## config.mk

```make
export PLATFORM = sky130hd
export DESIGN_NAME = logic_gate_arbiter
export DESIGN_NICKNAME = d
export VERILOG_FILES = /design/src/rtl/logic_gate_arbiter.sv
export SDC_FILE = /design/constraint.sdc
export NUM_CORES = 1
export LEC_CHECK = 0
export ABC_AREA = 1
export BUFFER_PORTS_ARGS = -buffer_cell sky130_fd_sc_hd__buf_2
export CORE_ASPECT_RATIO = 0.75
export CORE_MARGIN = 2
export CORE_UTILIZATION = 50
export DETAILED_ROUTE_END_ITERATION = 7
export GPL_TIMING_DRIVEN = 0
export PLACE_DENSITY = 0.76
export SKIP_LAST_GASP = 1
export SYNTH_ARGS = -nofsm -noshare
export SYNTH_HDL_FRONTEND = slang
export SYNTH_SLANG_ARGS = --single-unit
```

## constraint.sdc

```tcl
create_clock -name clk -period 1.6 [get_ports clk]
set_clock_uncertainty 0.15 [all_clocks]
set_input_delay 0.48 -clock clk [delete_from_list [all_inputs] [get_ports clk]]
set_output_delay 0.48 -clock clk [all_outputs]
set_load 0.05 [all_outputs]
```

## src/rtl/logic_gate_arbiter.sv

```systemverilog
// Round-robin arbiter sharing one registered bitwise gate bank between two requesters.
// Optional grant counters are enabled by defining LOGIC_GATE_ARB_STATS_EN.
module logic_gate_arbiter #(
  parameter int WIDTH = 8,
  parameter int CNT_W = 8
) (
  input  logic             clk,
  input  logic             rst_n,
  input  logic             req0,
  input  logic [2:0]       op0,
  input  logic [WIDTH-1:0] a0,
  input  logic [WIDTH-1:0] b0,
  output logic             gnt0,
  input  logic             req1,
  input  logic [2:0]       op1,
  input  logic [WIDTH-1:0] a1,
  input  logic [WIDTH-1:0] b1,
  output logic             gnt1,
  output logic             rsp_valid,
  input  logic             rsp_ready,
  output logic [WIDTH-1:0] rsp_data,
  output logic             rsp_id,
  output logic             rsp_err,
  output logic             busy
`ifdef LOGIC_GATE_ARB_STATS_EN
  ,
  output logic [CNT_W-1:0] gnt_cnt0,
  output logic [CNT_W-1:0] gnt_cnt1
`endif
);

  if (WIDTH < 1 || CNT_W < 1) begin : g_param_check
    $error("logic_gate_arbiter: WIDTH and CNT_W must be >= 1");
  end

  typedef enum logic [1:0] {
    IDLE = 2'd0,
    EXEC = 2'd1,
    RESP = 2'd2
  } state_t;

  state_t           state;
  state_t           state_nxt;
  logic             rr_ptr;
  logic             issue;
  logic             pick1;
  logic [2:0]       op_q;
  logic [WIDTH-1:0] a_q;
  logic [WIDTH-1:0] b_q;
  logic             id_q;
  logic [WIDTH-1:0] gate_res;
  logic             gate_err;

  // The grant is decided in IDLE, registered, and IDLE is left only once the
  // registered pulse is visible, so the requester sees gnt while still in IDLE.
  always_comb begin
    state_nxt = state;
    issue     = 1'b0;
    pick1     = 1'b0;
    unique case (state)
      IDLE: begin
        if (gnt0 || gnt1) begin
          state_nxt = EXEC;
        end else if (req0 || req1) begin
          issue = 1'b1;
          pick1 = req1 && (!req0 || rr_ptr);
        end
      end
      EXEC: state_nxt = RESP;
      RESP: if (rsp_ready) state_nxt = IDLE;
      default: state_nxt = IDLE;
    endcase
  end

  always_comb begin
    gate_res = '0;
    gate_err = 1'b0;
    unique case (op_q)
      3'd0: gate_res = a_q & b_q;
      3'd1: gate_res = a_q | b_q;
      3'd2: gate_res = ~a_q;
      3'd3: gate_res = ~(a_q & b_q);
      3'd4: gate_res = ~(a_q | b_q);
      3'd5: gate_res = a_q ^ b_q;
      3'd6: gate_res = ~(a_q ^ b_q);
      default: gate_err = 1'b1;
    endcase
  end

  always_ff @(posedge clk or negedge rst_n) begin
    if (!rst_n) begin
      state  <= IDLE;
      gnt0   <= 1'b0;
      gnt1   <= 1'b0;
      rr_ptr <= 1'b0;
    end else begin
      state <= state_nxt;
      gnt0  <= issue && !pick1;
      gnt1  <= issue && pick1;
      if (issue) rr_ptr <= ~pick1;
    end
  end

  // Operands are captured at the end of the grant cycle, from the winner only.
  always_ff @(posedge clk or negedge rst_n) begin
    if (!rst_n) begin
      op_q <= '0;
      a_q  <= '0;
      b_q  <= '0;
      id_q <= 1'b0;
    end else if (state == IDLE && (gnt0 || gnt1)) begin
      op_q <= gnt1 ? op1 : op0;
      a_q  <= gnt1 ? a1 : a0;
      b_q  <= gnt1 ? b1 : b0;
      id_q <= gnt1;
    end
  end

  always_ff @(posedge clk or negedge rst_n) begin
    if (!rst_n) begin
      rsp_valid <= 1'b0;
      rsp_data  <= '0;
      rsp_id    <= 1'b0;
      rsp_err   <= 1'b0;
    end else if (state == EXEC) begin
      rsp_valid <= 1'b1;
      rsp_data  <= gate_res;
      rsp_id    <= id_q;
      rsp_err   <= gate_err;
    end else if (state == RESP && rsp_ready) begin
      rsp_valid <= 1'b0;
    end
  end

  assign busy = (state != IDLE);

`ifdef LOGIC_GATE_ARB_STATS_EN
  always_ff @(posedge clk or negedge rst_n) begin
    if (!rst_n) begin
      gnt_cnt0 <= '0;
      gnt_cnt1 <= '0;
    end else begin
      if (issue && !pick1 && gnt_cnt0 != {CNT_W{1'b1}}) gnt_cnt0 <= gnt_cnt0 + 1'b1;
      if (issue && pick1 && gnt_cnt1 != {CNT_W{1'b1}}) gnt_cnt1 <= gnt_cnt1 + 1'b1;
    end
  end
`endif

endmodule
```

==> results of run 1 <==
## cell families after synthesis
kind of cell / after synthesis / synth area share
fa+ha+maj: 16 / 0.0845
simple gates: 202 / 0.348
buf+inv: 61 / 0.105
compound gates: 29 / 0.0824
flops: 36 / 0.380
## metal layers
metal,global-route usage,up-vias,part of all wire
met1,0.313,1069,0.48
met5,0,-,0
met4,0.0806,0,0.0083
met2,0.385,68,0.45
li1,-,1228,-
met3,0.0419,6,0.064
## worst min path at each step
| stage | from | end | cells past startpoint |
|---|---|---|---|
| finish | rst_n | a_q[0] | 1 |
| global route | rst_n | rsp_data[2] | 1 |
| CTS | rst_n | rsp_data[2] | 1 |
| detailed placement | rsp_data[3] | rsp_data[3] | 2 |
| floorplan | rst_n | a_q[0] | 0 |
| global placement | rsp_id | rsp_id | 2 |
## final cells by class
| class | instances | share of cell area |
|---|---|---|
| Inverter | 44 | 0.0570 |
| Buffer | 16 | 0.0340 |
| Clock inverter | 1 | 0.00255 |
| Sequential cell | 36 | 0.307 |
| Tap cell | 57 | 0.0243 |
| Clock buffer | 7 | 0.0294 |
| Timing Repair Buffer | 65 | 0.123 |
| Multi-Input combinational cell | 247 | 0.423 |
## synthesized netlist by cell type (all sizes together)
cell type | count | share of area
a21oi | 4 | 0.0084
buf | 11 | 0.025
clkbuf | 6 | 0.0095
dfrtp | 36 | 0.38
ha | 16 | 0.084
inv | 44 | 0.070
nand2 | 95 | 0.15
nand3 | 35 | 0.074
nand4 | 5 | 0.013
nor2 | 65 | 0.11
nor3 | 1 | 0.0021
o21ai | 5 | 0.011
o31ai | 20 | 0.063
or2 | 1 | 0.0026
## flip-flops by register name, summed over array words and instances (netlist names)
| register | count |
|---|---|
| gnt1 | 1 |
| rsp_err | 1 |
| b_q | 8 |
| rsp_data | 8 |
| rsp_id | 1 |
| gnt0 | 1 |
| id_q | 1 |
| op_q | 3 |
| a_q | 8 |
| state | 2 |
| rsp_valid | 1 |
| rr_ptr | 1 |
## what timing repair did
item,in CTS,in global routing
pin swaps,0,3
cloned,0,0
setup endpoints to repair,9,32
hold buffers,0,0
hold endpoints to repair,0,0
gates resized for setup,6,23
setup buffers,1,8
## power groups by stage
stage               logic, W  registers, W  clock network [W]
global route         0.00478       0.00177           0.000747
detailed placement   0.00386       0.00171                  0
floorplan            0.00249       0.00213                  0
CTS                  0.00394       0.00170           0.000698
global placement     0.00379       0.00170                  0
finish               0.00424       0.00171           0.000685
## through the flow
stage,power [W],util,setup TNS (ps),hold slack [ps],setup WS (ps)
after floorplan,0.00463,-,0,34.4,15.0
after global placement,0.00548,0.602,-413,303,-73.0
after detailed placement,0.00557,0.602,-577,311,-97.8
after CTS,0.00634,0.629,-50.4,150,-50.4
after global routing,0.00730,0.651,-149,181,-65.5
final,0.00663,0.651,-19.0,114,-19.0
## worst max-delay path: stages (launching register included)
cell and delay (ps):
dfrtp_1 370, inv_2 110, nand2_4 70, buf_8 140
==> reports/summary.txt, run 1 <==
Highest Clock Rate -> 618 MHz
IO Port Bufs -> 56
Minimum clock period -> 1620 ps
Int Pwr -> 0.00320 W
Syn_area_per_cell -> 6.89 um^2
Relative slew slack -> 0.459
Placer congestion estimate -> 0.886
CTS max path bufs -> 2
TritonRoute pass-1 iters -> 4
ANT nets after route -> 0
Yosys reg bits -> 36
Overall global routing resource usage -> 0.234
CTS tree -> built
Post-Layout Cell Count -> 473
WP data required -> 970 ps
Placed insts -> 457
Vias -> 2371
Combinational Power Share -> 0.639
Final net count -> 474
Initial Utilization -> 0.524
Area of the multi-input gates -> 1240 um^2
Vias/cell -> 5.01
Latest clock arrival within the worst-skew pair -> 290 ps
Top Ports -> 57
Congestion Overflow GR -> 0
Root Driver -> clkbuf_8
Design Area, Final -> 2940 um^2
Seq/Total Area, Yosys -> 0.380
Chip height -> 63.6 um
Die area -> 5310 um^2
Status -> complete, but fails checks
Num CTS Buffers -> 5
WS Path Type -> register to output port
Sequential Power Share -> 0.258
Worst-margin pin slew -> 811 ps
Worst-path fanout max -> 5
Final setup fails -> 1
Unrepaired setup endpoints after global routing -> yes
Final HPWL DP -> 4180 um
Largest net degree at the start of global routing -> 37
Layout cells sized above 1 -> 0.236
Worst path arrival time -> 990 ps
Synth Instances -> 344
Failing checks -> setup timing
Core Footprint -> 4520 um^2
CP Launch Type -> register
Detailed Route WL -> 5790 um
Flip-flop and latch area -> 903 um^2
Clock network power share -> 0.103
FF-to-FF End -> rsp_data[2]
Fin worst setup slack -> -19.0 ps
Period Utilization, post-route -> 1.01
Syn Nets -> 403
Leak Pwr -> 1.71 nW
Yosys cell types -> 17
Peak VDD IR -> 997 uV
Die W -> 83.5 um
PwrDens -> 2260 nW/um^2
R2R Setup Slk -> 50 ps
Cell area after placement -> 2720 um^2
# diodes -> 0
Reg-to-Reg Start -> a_q[2]
FF-to-FF path depth -> 9
Hold Fails Final Rpt -> 0
Starting DRT DRC Count -> 132
Floorplan row count -> 21
Vias in the first global route -> 2283
Commonest cells after routing, fill and taps aside -> 94 x nand2_1, 62 x nor2_1, 58 x buf_2, 41 x inv_1
CP Capture Type -> output port
Sw Ratio -> 0.517
Clock-pin slew on the worst setup and hold paths -> 70 ps
Crit path from -> state[0]
Initial antenna violation count -> 0
NetSw -> 0.00343 W
Max_cap viols -> 0
Fillers -> 415
Global-route wire length before repair -> 10100 um
Warnings from Yosys -> 0
H-tree depth -> 2
Most common cell after layout, fill and taps aside -> nand2_1
CTS sink count -> 36
Mapped cell area -> 2370 um^2
Worst Setup EP -> busy
Routed WL per cell -> 12.2 um
Max Slew Vio Count -> 0
Min-Delay Path Class -> input port to async pin
Area growth, synth to finish -> 24.1%
Residual DRC count -> 0
(Power assumes the default switching activity.)
==> run 2, diff against run 1 <==
--- a/config.mk
+++ b/config.mk
@@ -7,12 +7,14 @@
 export LEC_CHECK = 0
 export ABC_AREA = 1
 export BUFFER_PORTS_ARGS = -buffer_cell sky130_fd_sc_hd__buf_2
+export CELL_PAD_IN_SITES_DETAIL_PLACEMENT = 1
+export CELL_PAD_IN_SITES_GLOBAL_PLACEMENT = 1
 export CORE_ASPECT_RATIO = 0.75
 export CORE_MARGIN = 2
-export CORE_UTILIZATION = 50
+export CORE_UTILIZATION = 38
 export DETAILED_ROUTE_END_ITERATION = 7
 export GPL_TIMING_DRIVEN = 0
-export PLACE_DENSITY = 0.76
+export PLACE_DENSITY = 0.83
 export SKIP_LAST_GASP = 1
 export SYNTH_ARGS = -nofsm -noshare
 export SYNTH_HDL_FRONTEND = slang
==> run 2 against run 1 <==
Compared with the run above:
- the run still ends with setup timing left
- die area increased by 30%
- cell count increased by 4.7%
- global-route usage increased by 0.19 points
- register-to-register slack about the same
- combinational power increased by 5.9%
- wire length increased by 30%
- worst hold slack improved by 12 ps
- non-clock buffer count increased by 1
- largest power group unchanged
- highest routed layer unchanged
==> reports/summary.txt, run 2 (synthesized netlist as in run 1, its figures left out) <==
Initial Utilization -> 0.401
ANT nets after route -> 0
Unrepaired setup endpoints after global routing -> yes
Top flop regs -> a_q x8, b_q x8, rsp_data x8
Clock network power share -> 0.103
Root Driver -> clkbuf_8
Cell area after placement -> 2750 um^2
Placer congestion estimate -> 0.866
CTS tree -> built
R2R Setup Slk -> 60 ps
Min-Delay Path Class -> input port to async pin
Final setup fails -> 1
Overall global routing resource usage -> 0.236
Reg-to-Reg Start -> op_q[1]
Layout cells sized above 1 -> 0.242
TritonRoute pass-1 iters -> 4
Initial antenna violation count -> 0
Congestion Overflow GR -> 0
CP Capture Type -> output port
CTS max path bufs -> 2
Failing checks -> setup timing
Vias/cell -> 5.00
Residual DRC count -> 0
WP data required -> 970 ps
Fillers -> 789
Combinational Power Share -> 0.646
Top Ports -> 57
Die area -> 6890 um^2
Power, Total -> 0.00696 W
Slowest CP cell -> dfrtp_1
Num CTS Buffers -> 5
FF-to-FF path depth -> 9
Clock-pin slew on the worst setup and hold paths -> 80 ps
Die W -> 95.2 um
# diodes -> 0
CTS sink count -> 36
Chip height -> 72.4 um
Int Pwr -> 0.00325 W
Period Utilization, post-route -> 1.02
Detailed Route WL -> 7540 um
Core Footprint -> 5920 um^2
Max_cap viols -> 0
FF-to-FF End -> rsp_data[2]
PwrDens -> 2320 nW/um^2
Vias in the first global route -> 2587
Fin worst setup slack -> -37.5 ps
Largest net degree at the start of global routing -> 37
Global-route wire length before repair -> 12400 um
Routed WL per cell -> 15.2 um
Critical Path, Cell by Cell -> inv_2, nand2_4, buf_8
Leak Pwr -> 1.72 nW
Area growth, synth to finish -> 26.3%
Area of the multi-input gates -> 1260 um^2
Final net count -> 475
Starting DRT DRC Count -> 174
Peak VDD IR -> 1120 uV
CP Launch Type -> register
Final HPWL DP -> 5510 um
CP Buf/Inv Count -> 2
Floorplan row count -> 24
Util after Layout -> 0.506
Minimum clock period -> 1640 ps
Sw Ratio -> 0.532
Hold Fails Final Rpt -> 0
Worst path arrival time -> 1010 ps
NetSw -> 0.00370 W
Commonest cells after routing, fill and taps aside -> 93 x nand2_1, 61 x nor2_1, 57 x buf_2, 41 x inv_1, 34 x nand3_1
Highest Clock Rate -> 611 MHz
H-tree depth -> 2
Relative slew slack -> 0.440
Latest clock arrival within the worst-skew pair -> 300 ps
Status -> complete, but fails checks
Worst-margin pin slew -> 840 ps
Sequential Power Share -> 0.251
Critical path's largest stage delay -> 410 ps
Most common cell after layout, fill and taps aside -> nand2_1
Worst-path fanout max -> 3
Vias -> 2477
Max Slew Vio Count -> 0
Design Area, Final -> 2990 um^2
Top cell family by delay on the critical path -> flip-flops
IO Port Bufs -> 56
WS Path Type -> register to output port
Flip-flop and latch area -> 905 um^2
==> run 2: through the flow <==
stage	setup slack [ps]	TNS [ps]	hold slack (ps)	cells
after floorplan	15.0	0	34.4	344
after global placement	-113	-753	302	478
after detailed placement	-134	-950	311	478
after CTS	-46.0	-46.0	159	488
after global routing	-67.2	-534	199	495
final	-37.5	-37.5	126	495
==> run 2: repair_timing <==
action	in CTS	in global routing
endpoints found under the setup margin	11	32
pin swaps	0	3
resized for setup	14	20
buffers inserted	2	7
hold endpoints to repair	0	0
hold buffers	0	0
==> run 2: worst max-delay path by stage <==
stage / startpoint / to / cells after the start
after global routing: state[1] / busy / 3
after detailed placement: op_q[1] / rsp_data[6] / 8
after CTS: state[1] / busy / 3
final: state[1] / busy / 3
after global placement: op_q[1] / rsp_data[6] / 8
after floorplan: gnt0 / id_q / 4
==> run 2: layout make-up <==
type,instances,share of cell area
multi-input cells,247,0.420
flip-flops and latches,36,0.302
repair buffers,65,0.120
inverters,44,0.0560
plain buffers,17,0.0384
well taps,78,0.0326
clock buffers,7,0.0288
clock inverters,1,0.00251
==> run 2: per-layer routing <==
| layer | vias up | wire (um) | GRT usage |
|---|---|---|---|
| li1 | 1226 | - | - |
| met1 | 1171 | 3410 | 0.319 |
| met2 | 72 | 3620 | 0.389 |
| met3 | 8 | 428 | 0.0540 |
| met4 | 0 | 72 | 0.0483 |
| met5 | - | 0 | 0 |
==> run 2: power groups by stage <==
stage	Clock (W)	Combinational [W]	Sequential [W]
floorplan	0	0.00249	0.00213
global placement	0	0.00391	0.00170
detailed placement	0	0.00406	0.00173
CTS	0.000729	0.00423	0.00173
global route	0.000765	0.00503	0.00181
finish	0.000719	0.00449	0.00174
==> run 2: worst reg2reg max path, delay by kind of cell (launching register included) <==
kind,cells,cell delay (ps)
flip-flops,1,510
AND/OR/NAND/NOR,7,490
buffers and inverters,2,280
==> run 3, diff against run 2 <==
--- a/config.mk
+++ b/config.mk
@@ -15,7 +15,9 @@
 export DETAILED_ROUTE_END_ITERATION = 7
 export GPL_TIMING_DRIVEN = 0
 export PLACE_DENSITY = 0.83
+export REMOVE_ABC_BUFFERS = 1
 export SKIP_LAST_GASP = 1
+export SLEW_MARGIN = 20
 export SYNTH_ARGS = -nofsm -noshare
 export SYNTH_HDL_FRONTEND = slang
 export SYNTH_SLANG_ARGS = --single-unit
==> run 3 against run 2 <==
Compared with the run above:
- the run still ends with setup timing left
- clock-buffer cell count is the same
- combinational power grew 6.5%
- utilization grew 1.1 points
- wire length grew 3.9%
- non-clock buffer count shrank 6
- sequential share of layout area shrank 0.46 points
- worst hold slack gained 13 ps
- critical path type unchanged
- largest cell class unchanged
==> reports/summary.txt, run 3 (synthesized netlist as in run 1, its figures left out) <==
Routed WL per cell -> 16.0 um
Max_cap viols -> 0
Highest Clock Rate -> 594 MHz
Commonest cells after routing, fill and taps aside -> 94 x nand2_1, 61 x nor2_1, 54 x buf_2, 39 x inv_1, 34 x nand3_1
Largest net degree at the start of global routing -> 37
IO Port Bufs -> 56
Period Utilization, post-route -> 1.05
Minimum clock period -> 1680 ps
ANT nets after route -> 0
Residual DRC count -> 0
Relative slew slack -> 0.443
H-tree depth -> 2
Overall global routing resource usage -> 0.198
Floorplan row count -> 24
Latest clock arrival within the worst-skew pair -> 290 ps
Num CTS Buffers -> 5
Vias -> 2517
Top Ports -> 57
Initial Utilization -> 0.401
Clock-pin slew on the worst setup and hold paths -> 70 ps
Congestion Overflow GR -> 0
Fin worst setup slack -> -84.9 ps
CP Launch Type -> register
Final setup fails -> 4
Root Driver -> clkbuf_8
# diodes -> 0
Placer congestion estimate -> 0.789
Vias in the first global route -> 2228
Worst-path fanout max -> 4
Die area -> 6890 um^2
PwrDens -> 2390 nW/um^2
FF-to-FF path depth -> 8
Worst-margin pin slew -> 836 ps
WS Path Type -> register to output port
Layout cells sized above 1 -> 0.243
Max Slew Vio Count -> 0
WP data required -> 970 ps
Failing checks -> setup timing
CP Capture Type -> output port
CTS max path bufs -> 2
Most common cell after layout, fill and taps aside -> nand2_1
Hold Fails Final Rpt -> 0
TritonRoute pass-1 iters -> 4
Worst path arrival time -> 1050 ps
Leak Pwr -> 1.72 nW
Top flop regs -> a_q x8, b_q x8, rsp_data x8
Chip height -> 72.4 um
Starting DRT DRC Count -> 161
Detailed Route WL -> 7830 um
Status -> complete, but fails checks
Die W -> 95.2 um
Min-Delay Path Class -> input port to async pin
Vias/cell -> 5.15
Global-route wire length before repair -> 10500 um
CTS sink count -> 36
Unrepaired setup endpoints after global routing -> yes
CTS tree -> built
Worst slack, placed -> -761 ps
Peak VDD IR -> 822 uV
Power, Total -> 0.00731 W
Final HPWL DP -> 4490 um
Area growth, synth to finish -> 29.2%
Core Footprint -> 5920 um^2
Final net count -> 470
Initial antenna violation count -> 0
==> run 3: cell count changes in the layout (fill, tap and decap cells not counted), sizes merged <==
cell,previous run,this run
inv,44,42
buf,75,74
clkbuf,14,9
clkinvlp,1,3
==> run 3: repair_timing <==
action,4_1_cts,5_1_grt
setup endpoints to repair,36,32
gates resized for setup,16,12
buffers inserted,6,12
pin swaps,0,3
gates cloned,1,1
hold buffers,0,0
==> run 3: path summary, 6_finish.rpt <==
check                                    to      start  slack (ps)
min in group clk                   state[1]  rsp_ready         280
worst max-delay path                   busy   state[1]         -80
worst min register to register       rsp_id     rsp_id         320
max in group asynchronous              gnt1      rst_n         550
worst max register to register  rsp_data[0]    op_q[0]         -60
worst min-delay path                op_q[2]      rst_n         140
==> run 3: critical path, stage by stage (launching register included) <==
cell and delay [ps]:
dfrtp_1 440, inv_2 110, nand2_4 70, buf_8 150
==> run 3: final cells by class <==
cell class | count | area [um^2]
clock buffer | 7 | 96.3
fill | 794 | 2850
inverter | 44 | 175
multi-input combinational | 247 | 1260
sequential | 36 | 911
tap | 78 | 97.6
timing repair buffer | 76 | 513
timing repair inverter | 1 | 7.51
==> run 3: stage by stage <==
stage                     std cells  utilization  instance area, um^2  hold slack [ps]  TNS (ps)
after global routing            489        0.518                 3060              189      -982
after CTS                       476        0.489                 2890              160      -687
final                           489        0.518                 3060              139      -214
after detailed placement        462        0.456                 2700              314    -15760
after floorplan                 327            -                 2290             34.4    -20770
after global placement          461        0.451                 2670              299    -34460
==> run 3: per-layer routing <==
metal,GRT usage,up-vias,share of wire
met5,0,-,0
met2,0.320,86,0.48
met1,0.274,1199,0.44
li1,-,1217,-
met4,0.0483,0,0.018
met3,0.0374,15,0.067
==> run 3: power by group <==
group | switching [W] | internal [W] | total (W)
sequential | 0.000441 | 0.00137 | 0.00181
combinational | 0.00304 | 0.00174 | 0.00478
clock | 0.000335 | 0.000384 | 0.000719
total | 0.00382 | 0.00350 | 0.00731
